`config.mk`:
```
export PLATFORM = sky130hd
export DESIGN_NAME = tta_fetch_queue_flat
export DESIGN_NICKNAME = d
export VERILOG_FILES = /design/src/rtl/tta_fetch_queue_if.sv /design/src/rtl/tta_fetch_queue.sv /design/src/flat_wrapper.sv
export SDC_FILE = /design/constraint.sdc
export NUM_CORES = 1
export LEC_CHECK = 0
export CAP_MARGIN = 5
export CORE_MARGIN = 2
export CORE_UTILIZATION = 60
export DETAILED_ROUTE_END_ITERATION = 10
export PLACE_DENSITY = 0.84
export SYNTH_ARGS = -nofsm -noshare
export SYNTH_HDL_FRONTEND = slang
export SYNTH_SLANG_ARGS = --single-unit
```
`constraint.sdc`:
```
create_clock -name clk_i -period 7.6 [get_ports clk_i]
set_input_delay 1.52 -clock clk_i [delete_from_list [all_inputs] [get_ports clk_i]]
set_output_delay 1.52 -clock clk_i [all_outputs]
set_load 0.01 [all_outputs]
```
`src/rtl/tta_fetch_queue_if.sv`:
```
// Fetch-queue port bundle: memory request/response side, execute redirect and decoder word stream.
// The slave modport is the fetch queue's view; the master modport is the environment's view.
interface tta_fetch_queue_if #(
  parameter int ADDR_W = 32,
  parameter int WORD_W = 32,
  parameter int DEPTH  = 4
);
  localparam int CNT_W = $clog2(DEPTH) + 1;

  logic              enable_i;
  logic              redirect_i;
  logic [ADDR_W-1:0] redirect_pc_i;
  logic              ireq_o;
  logic [ADDR_W-1:0] iaddr_o;
  logic              igrant_i;
  logic              irvalid_i;
  logic [WORD_W-1:0] irdata_i;
  logic              word_valid_o;
  logic [WORD_W-1:0] word_o;
  logic [ADDR_W-1:0] word_pc_o;
  logic              word_ready_i;
  logic [CNT_W-1:0]  count_o;
  logic              err_o;

  modport slave (
    input  enable_i, redirect_i, redirect_pc_i, igrant_i, irvalid_i, irdata_i, word_ready_i,
    output ireq_o, iaddr_o, word_valid_o, word_o, word_pc_o, count_o, err_o
  );

  modport master (
    output enable_i, redirect_i, redirect_pc_i, igrant_i, irvalid_i, irdata_i, word_ready_i,
    input  ireq_o, iaddr_o, word_valid_o, word_o, word_pc_o, count_o, err_o
  );
endinterface

```
`src/rtl/tta_fetch_queue.sv`:
```
// Prefetching fetch queue: PC-tagged words land one cycle after their response; the request is gated by
// credit (buffered + in-flight + to-be-dropped < DEPTH), so a stalled consumer stops fetching and never overflows.
module tta_fetch_queue #(
  parameter int                ADDR_W    = 32,
  parameter int                WORD_W    = 32,
  parameter int                DEPTH     = 4,
  parameter int                ADDR_STEP = 4,
  parameter logic [ADDR_W-1:0] RESET_PC  = '0
) (
  input logic            clk_i,
  input logic            rst_i,
  tta_fetch_queue_if.slave bus
);
  localparam int CNT_W = $clog2(DEPTH) + 1;
  localparam int PTR_W = $clog2(DEPTH);
  localparam logic [ADDR_W-1:0] STEP = ADDR_W'(ADDR_STEP);

  typedef struct packed {
    logic [WORD_W-1:0] dat;
    logic [ADDR_W-1:0] pc;
  } entry_t;

  entry_t            mem [DEPTH];
  logic [PTR_W-1:0]  rd_ptr;
  logic [PTR_W-1:0]  wr_ptr;
  logic [CNT_W-1:0]  occ;
  logic [CNT_W-1:0]  outstanding;
  logic [CNT_W-1:0]  drop;
  logic [ADDR_W-1:0] fetch_pc;
  logic [ADDR_W-1:0] resp_pc;
  logic              err;

  logic [CNT_W+1:0]  credit_used;
  logic [CNT_W:0]    inflight;
  logic [CNT_W-1:0]  redirect_drop;
  logic              grant;
  logic              pop;
  logic              resp_drop;
  logic              resp_take;
  logic              resp_err;

  assign credit_used = (CNT_W+2)'(occ) + (CNT_W+2)'(outstanding) + (CNT_W+2)'(drop);

  assign bus.ireq_o  = bus.enable_i & ~bus.redirect_i & (credit_used < (CNT_W+2)'(DEPTH));
  assign bus.iaddr_o = fetch_pc;

  assign grant     = bus.ireq_o & bus.igrant_i;
  assign pop       = (occ != '0) & bus.word_ready_i & ~bus.redirect_i;
  assign resp_drop = bus.irvalid_i & (drop != '0);
  assign resp_take = bus.irvalid_i & (drop == '0) & (outstanding != '0) & ~bus.redirect_i;
  assign resp_err  = bus.irvalid_i & (drop == '0) & (outstanding == '0);

  // Everything still in flight at a redirect becomes stale, less any response retiring this very cycle.
  assign inflight      = {1'b0, drop} + {1'b0, outstanding};
  assign redirect_drop = CNT_W'(inflight - (CNT_W+1)'(bus.irvalid_i && (inflight != '0)));

  always_ff @(posedge clk_i or negedge rst_i) begin
    if (!rst_i) begin
      fetch_pc    <= RESET_PC;
      resp_pc     <= RESET_PC;
      occ         <= '0;
      outstanding <= '0;
      drop        <= '0;
      rd_ptr      <= '0;
      wr_ptr      <= '0;
      err         <= 1'b0;
      for (int i = 0; i < DEPTH; i++) begin
        mem[i] <= '0;
      end
    end else begin
      if (resp_err) begin
        err <= 1'b1;
      end
      if (bus.redirect_i) begin
        fetch_pc    <= bus.redirect_pc_i;
        resp_pc     <= bus.redirect_pc_i;
        occ         <= '0;
        rd_ptr      <= '0;
        wr_ptr      <= '0;
        outstanding <= '0;
        drop        <= redirect_drop;
      end else begin
        if (grant) begin
          fetch_pc <= fetch_pc + STEP;
        end
        outstanding <= outstanding + CNT_W'(grant) - CNT_W'(resp_take);
        if (resp_drop) begin
          drop <= drop - CNT_W'(1);
        end
        if (resp_take) begin
          mem[wr_ptr] <= '{dat: bus.irdata_i, pc: resp_pc};
          wr_ptr      <= wr_ptr + PTR_W'(1);
          resp_pc     <= resp_pc + STEP;
        end
        if (pop) begin
          rd_ptr <= rd_ptr + PTR_W'(1);
        end
        occ <= occ + CNT_W'(resp_take) - CNT_W'(pop);
      end
    end
  end

  assign bus.word_valid_o = (occ != '0);
  assign bus.word_o       = mem[rd_ptr].dat;
  assign bus.word_pc_o    = mem[rd_ptr].pc;
  assign bus.count_o      = occ;
  assign bus.err_o        = err;
endmodule

```
`src/flat_wrapper.sv`:
```
// flat-port wrapper written by rule: the top's interface ports become plain ports
module tta_fetch_queue_flat 
#(
  parameter int                ADDR_W    = 32,
  parameter int                WORD_W    = 32,
  parameter int                DEPTH     = 4,
  parameter int                ADDR_STEP = 4,
  parameter logic [ADDR_W-1:0] RESET_PC  = '0
)
  (clk_i, rst_i, bus_enable_i, bus_redirect_i, bus_redirect_pc_i, bus_igrant_i, bus_irvalid_i, bus_irdata_i, bus_word_ready_i, bus_ireq_o, bus_iaddr_o, bus_word_valid_o, bus_word_o, bus_word_pc_o, bus_count_o, bus_err_o);
  tta_fetch_queue_if #(.ADDR_W(ADDR_W), .WORD_W(WORD_W), .DEPTH(DEPTH)) bus_i ();
  input logic clk_i;
  input logic rst_i;
  input wire logic [$bits(bus_i.enable_i)-1:0] bus_enable_i;
  input wire logic [$bits(bus_i.redirect_i)-1:0] bus_redirect_i;
  input wire logic [$bits(bus_i.redirect_pc_i)-1:0] bus_redirect_pc_i;
  input wire logic [$bits(bus_i.igrant_i)-1:0] bus_igrant_i;
  input wire logic [$bits(bus_i.irvalid_i)-1:0] bus_irvalid_i;
  input wire logic [$bits(bus_i.irdata_i)-1:0] bus_irdata_i;
  input wire logic [$bits(bus_i.word_ready_i)-1:0] bus_word_ready_i;
  output wire logic [$bits(bus_i.ireq_o)-1:0] bus_ireq_o;
  output wire logic [$bits(bus_i.iaddr_o)-1:0] bus_iaddr_o;
  output wire logic [$bits(bus_i.word_valid_o)-1:0] bus_word_valid_o;
  output wire logic [$bits(bus_i.word_o)-1:0] bus_word_o;
  output wire logic [$bits(bus_i.word_pc_o)-1:0] bus_word_pc_o;
  output wire logic [$bits(bus_i.count_o)-1:0] bus_count_o;
  output wire logic [$bits(bus_i.err_o)-1:0] bus_err_o;
  assign bus_i.enable_i = bus_enable_i;
  assign bus_i.redirect_i = bus_redirect_i;
  assign bus_i.redirect_pc_i = bus_redirect_pc_i;
  assign bus_i.igrant_i = bus_igrant_i;
  assign bus_i.irvalid_i = bus_irvalid_i;
  assign bus_i.irdata_i = bus_irdata_i;
  assign bus_i.word_ready_i = bus_word_ready_i;
  assign bus_ireq_o = bus_i.ireq_o;
  assign bus_iaddr_o = bus_i.iaddr_o;
  assign bus_word_valid_o = bus_i.word_valid_o;
  assign bus_word_o = bus_i.word_o;
  assign bus_word_pc_o = bus_i.word_pc_o;
  assign bus_count_o = bus_i.count_o;
  assign bus_err_o = bus_i.err_o;
  tta_fetch_queue #(.ADDR_W(ADDR_W), .WORD_W(WORD_W), .DEPTH(DEPTH), .ADDR_STEP(ADDR_STEP), .RESET_PC(RESET_PC)) u_core (.clk_i(clk_i), .rst_i(rst_i), .bus(bus_i));
endmodule
```
* After elaboration in Yosys (flattened, before gate mapping)
Cells that the tools add are included.
** Storage, ports and cells
- Input port bits :: 71
- Logic and storage cells :: 77
- Flip-flop bits (word level) :: 334
- Output and inout port bits :: 102
** Cells by class
- Magnitude comparators :: 4
- Add/subtract/negate cells :: 13
- Reductions and logical operators :: 13
- Muxes and demuxes :: 18
- Bitwise gates (word level) :: 13
** Operators by type and width (count)
- $bwmux W256 :: 1
- $mux W64 :: 3
- $bmux W64 S2 :: 1
- $demux W64 S2 :: 1
- $mux W32 :: 4
- $add A32 B3 Y32 const B :: 2
- $mux W3 :: 4
- $and A1 B1 Y1 :: 10
- $reduce_bool A3 Y1 :: 3
- $sub A3 B1 Y3 :: 3
- $add A3 B3 Y4 :: 2
- $mux W2 :: 4
- $reduce_bool A2 Y1 :: 4
- $add A3 B1 Y3 :: 2
- $ge A3 B3 Y1 const B :: 2
- $logic_not A3 Y1 :: 2
- $not A2 Y3 :: 2
- $add A5 B3 Y5 :: 1
- $lt A5 B3 Y1 const B :: 1
- $add A2 B1 Y2 const B :: 2
- $reduce_bool A4 Y1 :: 1
- $lt A3 B1 Y1 const B :: 1
- $sub A3 B1 Y3 const B :: 1
- $logic_and A1 B1 Y1 :: 2
- 2 further kinds :: 2

* Logic depth before layout (Yosys ltp)
Gate-level depths: netlist of run 1.
- Depth in word-level cells :: 8
- Mapped depth :: 14
- Mapped depth without buffers :: 14

* Worst setup path before layout of run 1
OpenSTA, ideal clock, no wires.
- Path kind :: in2out
- From :: input bus_redirect_i
- To :: output bus_ireq_o
- Arrival time :: 2223 ps
- Data required time :: 6080 ps
- Path buffers :: 0
- Stages on the path :: 3
- Slack :: 3857 ps
- Cells stage by stage :: nor4b_4 o211a_1 and2_1
** Between the ends
- Word-level cells in the longest chain between the ends :: 3
** Ends and longest elaborated chain
- start: declaration :: line flat_wrapper.sv:15 : input wire logic [$bits(bus_i.redirect_i)-1:0] bus_redirect_i;
- $not A1 Y1 (no line)
- $and A1 B1 Y1 (2 in series) :: line tta_fetch_queue.sv:44 : assign bus.ireq_o = bus.enable_i & ~bus.redirect_i & (credit_used < (CNT_W+2)'(DEPTH));
- end: declaration :: line flat_wrapper.sv:21 : output wire logic [$bits(bus_i.ireq_o)-1:0] bus_ireq_o;
No other way between the ends.

* Worst setup path after layout of run 1
Ends and elaborated chain as after synthesis.

==> impl_metrics.py, run 1 <==
metrics = {
    "outcome": {
        "outcome": "finished clean",
    },
    "grt": {
        "first_global_vias": 10500,
        "track_usage_pct": 25.9,
        "antenna_found_initial": 0,
        "overflow": 0,
        "grt_pass1_wl_mm": 57.2,
        "grt_max_degree": 159,
    },
    "clocking": {
        "cts_buffers": 36,
        "clkSlewWorstSetupHoldPaths_ps": 60,
        "htreeDepth": 2,
        "clk_path_buf_depth": 3,
        "cts_tree": "done",
        "cts_hold_buf": 0,
        "cts_setup_buffers": 0,
        "cts_sinks": 334,
        "cts_resized": 0,
        "clock-root-buffer": "clkbuf_16",
        "clock_latency_ps": 510,
    },
    "power_and_ir_drop": {
        "switching_share_pct": 27.6,
        "design_power_total_uw": 5160,
        "p_switching_uw": 1430,
        "p_clk_share_pct": 31.4,
        "peakVddDrop_mv": 0.221,
        "p_comb_share_pct": 25.7,
        "p_leak_uw": 0.00845,
        "p_int_uw": 3740,
        "power_density_mw_per_mm2": 275,
        "seqPwrFrac_pct": 42.9,
    },
    "placed_design": {
        "dp_slack_ps": 2640,
        "hpwl_mm": 22.3,
        "dp.cells": 1571,
        "gp_congestion": 0.854,
        "port_buffers": 172,
    },
    "final_layout": {
        "final_util_pct": 72.4,
        "multiInputGateArea_sq_mm": 0.00700,
        "regArea_sq_mm": 0.00836,
        "syn2layout_area_growth_pct": 19.0,
        "layout-drive-gt1-share_pct": 32.2,
        "antenna_cells": 0,
        "fill_cells": 1730,
        "nNetsFinal": 1371,
        "final_cells": 1628,
    },
    "setup_path": {
        "worst_path_max_delay_cell": "clkdlybuf4s50_1",
        "critPathMaxFanout": 30,
        "cpPeakStageDelay_ps": 530,
        "path_class": "in -> out",
        "cp_cell_sequence": "buf_2, buf_4, nor4b_4, o211a_1, and2_1, clkdlybuf4s50_1",
        "cp-end-kind": "output pin",
        "cp_data_required_time_ps": 6080,
        "cp.arrival_ps": 3460,
        "worstSetupStartpointType": "primary input",
    },
    "synthesis": {
        "synthCells": 1126,
        "synth_xor_area_share_pct": 2.78,
        "seq_area_frac_synth_pct": 53.0,
        "syn_area_sq_mm": 0.0158,
        "synthTopCellsByArea": "dfrtp_1 (53%), mux2_2 (20%), mux4_2 (9.1%)",
        "synth.mux.area_fraction_pct": 29.3,
        "synth_edf_count": 0,
        "avgSynthCellArea_sq_um": 14.0,
        "synth_top_area_share_pct": 53.0,
        "synth_warnings": 0,
        "async_flop_share_pct": 100,
        "ys_types": 50,
        "synthAdderAreaFrac_pct": 2.25,
        "synth_top_flop_cell": "dfrtp_1",
        "yosys.area.top_type": "dfrtp_1",
        "yosys.area_share.simple_pct": 7.04,
        "synth_top_family_by_area": "multiplexers",
        "ys_ff_latch": 334,
        "synth-compound-area-share_pct": 3.05,
        "synth_fp_nets": 1223,
    },
    "run": {
        "drv_cap": 0,
    },
    "min_path": {
        "hp-class": "reg -> reg",
    },
    "sta": {
        "maxSlewViolCount": 0,
        "max_slew_margin_pct": 31.7,
        "fin_skew_ps": 10.9,
        "finalCriticalPeriod_ps": 4980,
        "worst_slew_pin_slew_ps": 1020,
        "fin_crit_sh_pct": 65.5,
        "setup_ws_ps": 2620,
        "fmax_mhz": 201,
        "hold_viol_final": 0,
        "finalSetupViolations": 0,
        "grt_setup_unrepaired": "no",
        "setup-tns-final_ps": 0,
    },
    "drt": {
        "drc": 0,
        "drt_wl_total_mm": 35.2,
        "first_pass_iters": 5,
        "wire_per_inst_um": 21.6,
        "via_per_inst": 6.16,
        "drt-initial-drc-count": 746,
        "num_vias": 10000,
        "route.antenna.remaining_nets": 0,
    },
    "floorplanning": {
        "fp-row-count": 59,
        "fp.dieH_um": 166,
        "io_pins": 173,
        "die-width_um": 166,
        "dieArea_sq_mm": 0.0276,
        "core_area_sq_mm": 0.0259,
        "start_util_pct": 60.9,
    },
}
metal layers:
metal | GRT usage (%) | part of all wire (%) | wire length (um)
met1 | 36.0 | 43 | 15000
met2 | 42.8 | 49 | 17200
met4 | 7.79 | 2.8 | 975
met5 | 0 | 0 | 0
met3 | 4.19 | 5.8 | 2040
state kept, by name (all words and copies together), names as in the netlist:
name                count
u_core.bus.count_o      3
u_core.resp_pc         32
u_core.wr_ptr           2
u_core.mem            256
u_core.bus.iaddr_o     32
u_core.drop             3
u_core.outstanding      3
u_core.rd_ptr           2
u_core.bus.err_o        1
worst paths after layout:
check,startpoint,to,slack [ps],cells past startpoint
min in group asynchronous,rst_i,u_core.mem[121],1070,1
min,u_core.mem[114],u_core.mem[114],500,1
max,bus_redirect_i,bus_ireq_o,2620,6
max reg2reg,u_core.bus.count_o[0],u_core.outstanding[2],3630,14
max in group asynchronous,rst_i,u_core.rd_ptr[0],5030,2
min reg2reg,u_core.mem[114],u_core.mem[114],500,1
worst max-delay path, delay by kind of cell:
family                 cells  cell delay [ps]
AOI/OAI and AO/OA          1              300
buffers and inverters      3             1140
and+or+nand+nor            2              490
power by group through the flow:
stage               Sequential [uW]  Clock [uW]  Combinational [uW]
floorplan                      2130           0                 805
finish                         2210        1620                1330
global route                   2250        1720                1430
CTS                            2220        1660                1340
detailed placement             2240           0                1330
global placement               2230           0                1300
synthesized netlist by cell type (2+ instances only):
cell and count:
and4_1 7, nor4_1 13, a21boi_0 4, mux2_2 280, o21ai_0 23, nor3_1 20
a211oi_1 3, or4_1 5, nand2_1 47, and2_1 12, o211ai_1 5, dfrtp_1 334
a21o_1 4, o21a_1 4, nand3b_1 2, mux2i_1 2, buf_2 38, o31a_1 4
nor2b_1 3, fa_1 4, nand2b_1 5, ha_1 22, or3_1 3, nand4_1 19
nor2_1 18, a221o_1 3, a21oi_1 9, clkbuf_1 26, nand3_1 30, inv_1 25
mux4_2 64, buf_1 6, xor2_1 21, o311ai_0 7, and3_1 11, xnor2_1 29
cell families (layout without fill, tap and decap cells):
| kind of cell | count (synthesis) | in the layout |
|---|---|---|
| compound gates | 71 | 71 |
| xor+xnor | 50 | 50 |
| fa+ha+maj | 26 | 26 |
| buf+inv | 97 | 264 |
| flops | 334 | 334 |
| mux | 346 | 346 |
| simple gates | 202 | 202 |
area by class of cell:
class	count	area share, %
clock buffer	53	5.63
tap	335	2.23
multi-input combinational	695	37.3
inverter	25	0.500
timing repair buffer	182	9.64
clock inverter	4	0.127
sequential	334	44.6
cells in the final DEF, fill, tap and decap left out, types with 5 or more instances in the layout:
cell / instances
clkbuf_16: 37
dfrtp_1: 332
clkbuf_1: 9
xor2_1: 21
and4_1: 7
o211ai_1: 5
nor3_1: 20
nand2b_1: 5
nand3_1: 30
buf_4: 9
clkdlybuf4s50_1: 170
inv_1: 25
a21oi_1: 9
mux4_2: 64
nor4_1: 13
clkbuf_8: 7
xnor2_1: 29
o21ai_0: 23
ha_1: 22
and3_1: 11
or4_1: 5
and2_1: 8
nor2_1: 18
mux2_2: 280
nand4_1: 19
o311ai_0: 7
nand2_1: 47
per-stage QoR:
stage	cell area (sq um)	hold slack, ps
after global routing	18800	515
after floorplan	15800	475
after CTS	18800	503
final	18800	500
after global placement	17700	483
after detailed placement	17700	490
(Power assumes the default switching activity.)
==> run 2: changes to the inputs <==
--- a/config.mk
+++ b/config.mk
@@ -7,9 +7,9 @@
 export LEC_CHECK = 0
 export CAP_MARGIN = 5
 export CORE_MARGIN = 2
-export CORE_UTILIZATION = 60
+export CORE_UTILIZATION = 57
 export DETAILED_ROUTE_END_ITERATION = 10
-export PLACE_DENSITY = 0.84
+export PLACE_DENSITY = 0.81
 export SYNTH_ARGS = -nofsm -noshare
 export SYNTH_HDL_FRONTEND = slang
 export SYNTH_SLANG_ARGS = --single-unit
==> constraint.sdc (replaced) <==
create_clock -name clk_i -period 4.68 [get_ports clk_i]
set_input_delay 0.936 -clock clk_i [delete_from_list [all_inputs] [get_ports clk_i]]
set_output_delay 0.936 -clock clk_i [all_outputs]
set_load 0.01 [all_outputs]
==> run 2 against run 1 <==
Net effect: non-clock buffer count up 9; final area rose by 1.6%; utilization is 1.9 points lower; cell count up 1.3%; combinational power rose by 68%; critical path depth increased by 2; global-route usage shrank 0.42 points; sequential share of layout area is 0.70 points lower; critical path type is now reg -> out; via count decreased by 0.17%; worst hold slack worse by 14 ps; largest power group unchanged.
==> impl_metrics.py, run 2 (same netlist as run 1, synthesis figures left out) <==
metrics = {
    "setup_path": {
        "path_class": "reg -> out",
        "worstSetupStartpointType": "register",
        "cp.arrival_ps": 3270,
        "cp_data_required_time_ps": 3740,
        "critPathMaxFanout": 6,
        "cp-end-kind": "output pin",
    },
    "clocking": {
        "clkSlewWorstSetupHoldPaths_ps": 60,
        "clock-root-buffer": "clkbuf_16",
        "cts_buffers": 36,
        "clk_path_buf_depth": 3,
        "cts_tree": "done",
        "cts_sinks": 334,
        "cts_resized": 0,
        "htreeDepth": 2,
        "cts_hold_buf": 0,
        "clock_latency_ps": 510,
        "cts_setup_buffers": 0,
    },
    "final_layout": {
        "syn2layout_area_growth_pct": 20.9,
        "final_cell_mix": "dfrtp_1 (332), mux2_2 (280), clkdlybuf4s50_1 (170), mux4_2 (64), nand2_1 (47)",
        "layout-drive-gt1-share_pct": 33.3,
        "largest_register_ffs": 256,
        "fin_area_sq_mm": 0.0191,
        "fill_cells": 1775,
        "final_util_pct": 70.6,
        "largest-register": "u_core.mem",
        "nNetsFinal": 1380,
        "final_common_cell": "dfrtp_1",
        "antenna_cells": 0,
    },
    "drt": {
        "via_per_inst": 6.07,
        "first_pass_iters": 5,
        "drt-initial-drc-count": 623,
        "num_vias": 10000,
        "route.antenna.remaining_nets": 0,
        "drc": 0,
        "wire_per_inst_um": 21.4,
        "drt_wl_total_mm": 35.4,
    },
    "floorplanning": {
        "start_util_pct": 58.4,
        "io_pins": 173,
        "fp-row-count": 60,
        "fp.dieH_um": 170,
        "die-width_um": 170,
        "core_area_sq_mm": 0.0270,
        "dieArea_sq_mm": 0.0290,
    },
    "power_and_ir_drop": {
        "peakVddDrop_mv": 0.463,
        "power_density_mw_per_mm2": 454,
        "p_leak_uw": 0.00858,
    },
    "sta": {
        "grt_setup_unrepaired": "no",
        "holdWs_ps": 485,
        "finalSetupViolations": 0,
        "fin_skew_ps": 9.03,
        "setup-tns-final_ps": 0,
        "hold_viol_final": 0,
        "max_slew_margin_pct": 41.0,
        "finalCriticalPeriod_ps": 4210,
        "fmax_mhz": 238,
        "maxSlewViolCount": 0,
        "worst_slew_pin_slew_ps": 885,
        "setup_ws_ps": 472,
        "fin_crit_sh_pct": 89.9,
    },
    "grt": {
        "track_usage_pct": 25.5,
        "antenna_found_initial": 0,
        "overflow": 0,
        "first_global_vias": 10400,
        "grt_max_degree": 110,
        "grt_pass1_wl_mm": 57.7,
    },
    "placed_design": {
        "port_buffers": 172,
        "dp_slack_ps": 860,
        "gp_congestion": 0.890,
        "place_area_sq_mm": 0.0179,
        "hpwl_mm": 23.0,
    },
    "min_path": {
        "hp-class": "in -> async",
    },
    "outcome": {
        "outcome": "finished clean",
    },
    "run": {
        "drv_cap": 0,
    },
}
==> run 2: worst paths after layout <==
kind | slack, ps | to | cells after the start | start
setup / recovery | 470 | bus_ireq_o | 8 | u_core.outstanding[0]
hold / removal | 490 | u_core.mem[57] | 1 | rst_i
max in group asynchronous | 3200 | u_core.mem[201] | 2 | rst_i
setup reg to reg | 790 | u_core.outstanding[2] | 14 | u_core.outstanding[0]
min in group clk_i | 500 | u_core.mem[107] | 1 | u_core.mem[107]
hold reg to reg | 500 | u_core.mem[107] | 1 | u_core.mem[107]
==> run 2: through the flow <==
stage / total power, uW / instances
floorplan: 4770 / 1126
global placement: 5770 / 1586
detailed placement: 5840 / 1586
CTS: 8740 / 1649
global route: 9090 / 1649
finish: 8650 / 1649
==> run 2: area by class of cell <==
| cell class | instances | area (sq um) | area share, % |
|---|---|---|---|
| clock buffer | 50 | 1050 | 5.53 |
| clock inverter | 13 | 149 | 0.781 |
| inverter | 25 | 93.8 | 0.492 |
| multi-input combinational | 695 | 7000 | 36.7 |
| tap | 341 | 427 | 2.24 |
| timing repair buffer | 191 | 1980 | 10.4 |
| sequential | 334 | 8360 | 43.9 |
==> run 2: where the power goes <==
part           total (uW)  switching, uW  internal, uW
clock network        2880           1140          1740
logic                2230            921          1310
registers            3540            317          3230
==> run 2: per-layer routing <==
metal | global-route usage (%) | part of all wire, % | vias to the layer above | wire length (um)
met5 | 0 | 0 | - | 0
li1 | - | - | 4455 | -
met1 | 34.7 | 43 | 5205 | 15100
met4 | 7.99 | 2.7 | 0 | 958
met2 | 42.3 | 49 | 289 | 17400
met3 | 4.51 | 5.4 | 67 | 1910
==> run 2: critical path, stage by stage, from the launching register on <==
cell and delay (ps):
dfrtp_1 420, ha_1 230, fa_1 390, xor2_1 190, ha_1 220, nor4b_4 290
o211a_1 310, and2_1 170, clkdlybuf4s50_1 540
==> run 3: changes to the inputs <==
--- a/config.mk
+++ b/config.mk
@@ -8,8 +8,10 @@
 export CAP_MARGIN = 5
 export CORE_MARGIN = 2
 export CORE_UTILIZATION = 57
+export CTS_CLUSTER_SIZE = 12
 export DETAILED_ROUTE_END_ITERATION = 10
 export PLACE_DENSITY = 0.81
+export SLEW_MARGIN = 20
 export SYNTH_ARGS = -nofsm -noshare
 export SYNTH_HDL_FRONTEND = slang
 export SYNTH_SLANG_ARGS = --single-unit
==> run 3 against run 2 <==
Net effect: combinational power hardly changed; non-clock buffer count did not move; utilization decreased by 0.43 points; register-to-register slack improved by 30 ps; worst setup slack gained 2.3 ps; fmax about the same; final area decreased by 0.60%; clock skew rose by 3.4 ps; clock power down 8.3%; clock-buffer cell count increased by 4; largest cell class unchanged.
==> impl_metrics.py, run 3 (same netlist as run 1, synthesis figures left out) <==
metrics = {
    "setup_path": {
        "cp.arrival_ps": 3270,
        "cp_data_required_time_ps": 3740,
        "worstSetupStartpointType": "register",
        "critPathMaxFanout": 6,
        "cp_common_cell": "ha_1",
        "worst_path_max_delay_cell": "clkdlybuf4s50_1",
        "path_class": "reg -> out",
        "cp_cell_sequence": "ha_1, fa_1, xor2_1, ha_1, nor4b_4, o211a_1, and2_1, clkdlybuf4s50_1",
        "cpPeakStageDelay_ps": 540,
        "cp-end-kind": "output pin",
    },
    "clocking": {
        "clock-root-buffer": "clkbuf_16",
        "clkSlewWorstSetupHoldPaths_ps": 60,
        "cts_buffers": 36,
        "cts_tree": "done",
        "cts_sinks": 334,
        "htreeDepth": 2,
        "cts_setup_buffers": 0,
        "cts_hold_buf": 0,
        "cts_resized": 0,
        "clock_latency_ps": 510,
        "clk_path_buf_depth": 3,
    },
    "grt": {
        "gr-usage-met2_pct": 41.8,
        "grtUsageMet3_pct": 4.28,
        "grt_pass1_wl_mm": 57.4,
        "grt_use_met1_pct": 34.9,
        "grt_max_degree": 110,
        "first_global_vias": 10400,
        "overflow": 0,
        "antenna_found_initial": 0,
        "track_usage_pct": 25.2,
        "grt_busiest_layer": "met2",
    },
    "final_layout": {
        "largest_register_ffs": 256,
        "layout-drive-gt1-share_pct": 32.5,
        "final_util_pct": 70.1,
        "regArea_sq_mm": 0.00836,
        "final_cell_mix": "dfrtp_1 (332), mux2_2 (280), clkdlybuf4s50_1 (170), mux4_2 (64), nand2_1 (47)",
        "fill_cells": 1796,
        "antenna_cells": 0,
        "nNetsFinal": 1380,
        "syn2layout_area_growth_pct": 20.2,
        "largest-register": "u_core.mem",
        "multiInputGateArea_sq_mm": 0.00700,
        "final_common_cell": "dfrtp_1",
    },
    "sta": {
        "fin_skew_ps": 12.4,
        "max_slew_margin_pct": 42.0,
        "finalCriticalPeriod_ps": 4210,
        "hold_viol_final": 0,
        "fmax_mhz": 238,
        "finalSetupViolations": 0,
        "worst_slew_pin_slew_ps": 871,
        "maxSlewViolCount": 0,
        "grt_setup_unrepaired": "no",
        "fin_crit_sh_pct": 89.9,
        "setup-tns-final_ps": 0,
    },
    "power_and_ir_drop": {
        "p_comb_share_pct": 26.5,
        "switching_share_pct": 27.8,
        "peakVddDrop_mv": 0.336,
        "design_power_total_uw": 8420,
        "p_switching_uw": 2340,
        "power_density_mw_per_mm2": 444,
        "p_int_uw": 6080,
        "p_clk_share_pct": 31.4,
        "seqPwrFrac_pct": 42.1,
        "p_leak_uw": 0.00851,
    },
    "drt": {
        "drt-initial-drc-count": 571,
        "route.antenna.remaining_nets": 0,
        "wire_per_inst_um": 21.3,
        "first_pass_iters": 5,
        "drc": 0,
        "via_per_inst": 6.07,
        "num_vias": 9993,
        "drt_wl_total_mm": 35.1,
    },
    "floorplanning": {
        "fp-row-count": 60,
        "io_pins": 173,
        "start_util_pct": 58.4,
        "dieArea_sq_mm": 0.0290,
        "core_area_sq_mm": 0.0270,
        "die-width_um": 170,
        "fp.dieH_um": 170,
    },
    "placed_design": {
        "port_buffers": 172,
        "gp_congestion": 0.890,
        "hpwl_mm": 23.0,
    },
    "min_path": {
        "hp-class": "in -> async",
    },
    "run": {
        "drv_cap": 0,
    },
    "outcome": {
        "outcome": "finished clean",
    },
}
==> run 3: metrics by stage <==
step / std cells / area (sq um) / worst slack (ps) / hold slack, ps
CTS: 1646 / 19000 / 471 / 503
global placement: 1586 / 17900 / 980 / 483
finish: 1646 / 19000 / 474 / 473
global route: 1646 / 19000 / 394 / 509
floorplan: 1126 / 15800 / 1450 / 475
detailed placement: 1586 / 17900 / 860 / 490
==> run 3: power by group through the flow <==
| stage | Sequential (uW) | Clock (uW) | Combinational [uW] |
|---|---|---|---|
| after global routing | 3590 | 2840 | 2430 |
| after CTS | 3550 | 2700 | 2260 |
| after detailed placement | 3590 | 0 | 2250 |
| after floorplan | 3470 | 0 | 1310 |
| final | 3540 | 2640 | 2230 |
| after global placement | 3570 | 0 | 2200 |
==> run 3: final timing paths <==
check | startpoint | endpoint | slack, ps | cells after the start
max in group asynchronous | rst_i | u_core.mem[77] | 3210 | 2
hold / removal | rst_i | u_core.mem[57] | 470 | 1
setup / recovery | u_core.outstanding[0] | bus_ireq_o | 470 | 8
min in group clk_i | u_core.mem[104] | u_core.mem[104] | 500 | 1
hold reg to reg | u_core.mem[104] | u_core.mem[104] | 500 | 1
setup reg to reg | u_core.outstanding[0] | u_core.outstanding[2] | 820 | 14
==> run 3: metal layers <==
layer | wire (um) | up-vias
li1 | - | 4455
met2 | 17300 | 289
met1 | 15200 | 5191
met5 | 0 | -
met3 | 1810 | 58
met4 | 832 | 0
==> run 3: final cells by class <==
type | count | share of cell area [%]
sequential | 334 | 44.1
multi-input combinational | 695 | 37.0
timing repair buffer | 191 | 10.4
clock buffer | 54 | 5.49
tap | 341 | 2.25
inverter | 25 | 0.495
clock inverter | 6 | 0.251
==> run 3: worst max-delay path: cells and delay by family (launching register included) <==
| kind | cells | cell delay, ps |
|---|---|---|
| compound gates | 1 | 300 |
| xor+xnor | 1 | 190 |
| fa+ha+maj | 3 | 850 |
| buf+inv | 1 | 540 |
| flops | 1 | 430 |
| simple gates | 2 | 460 |
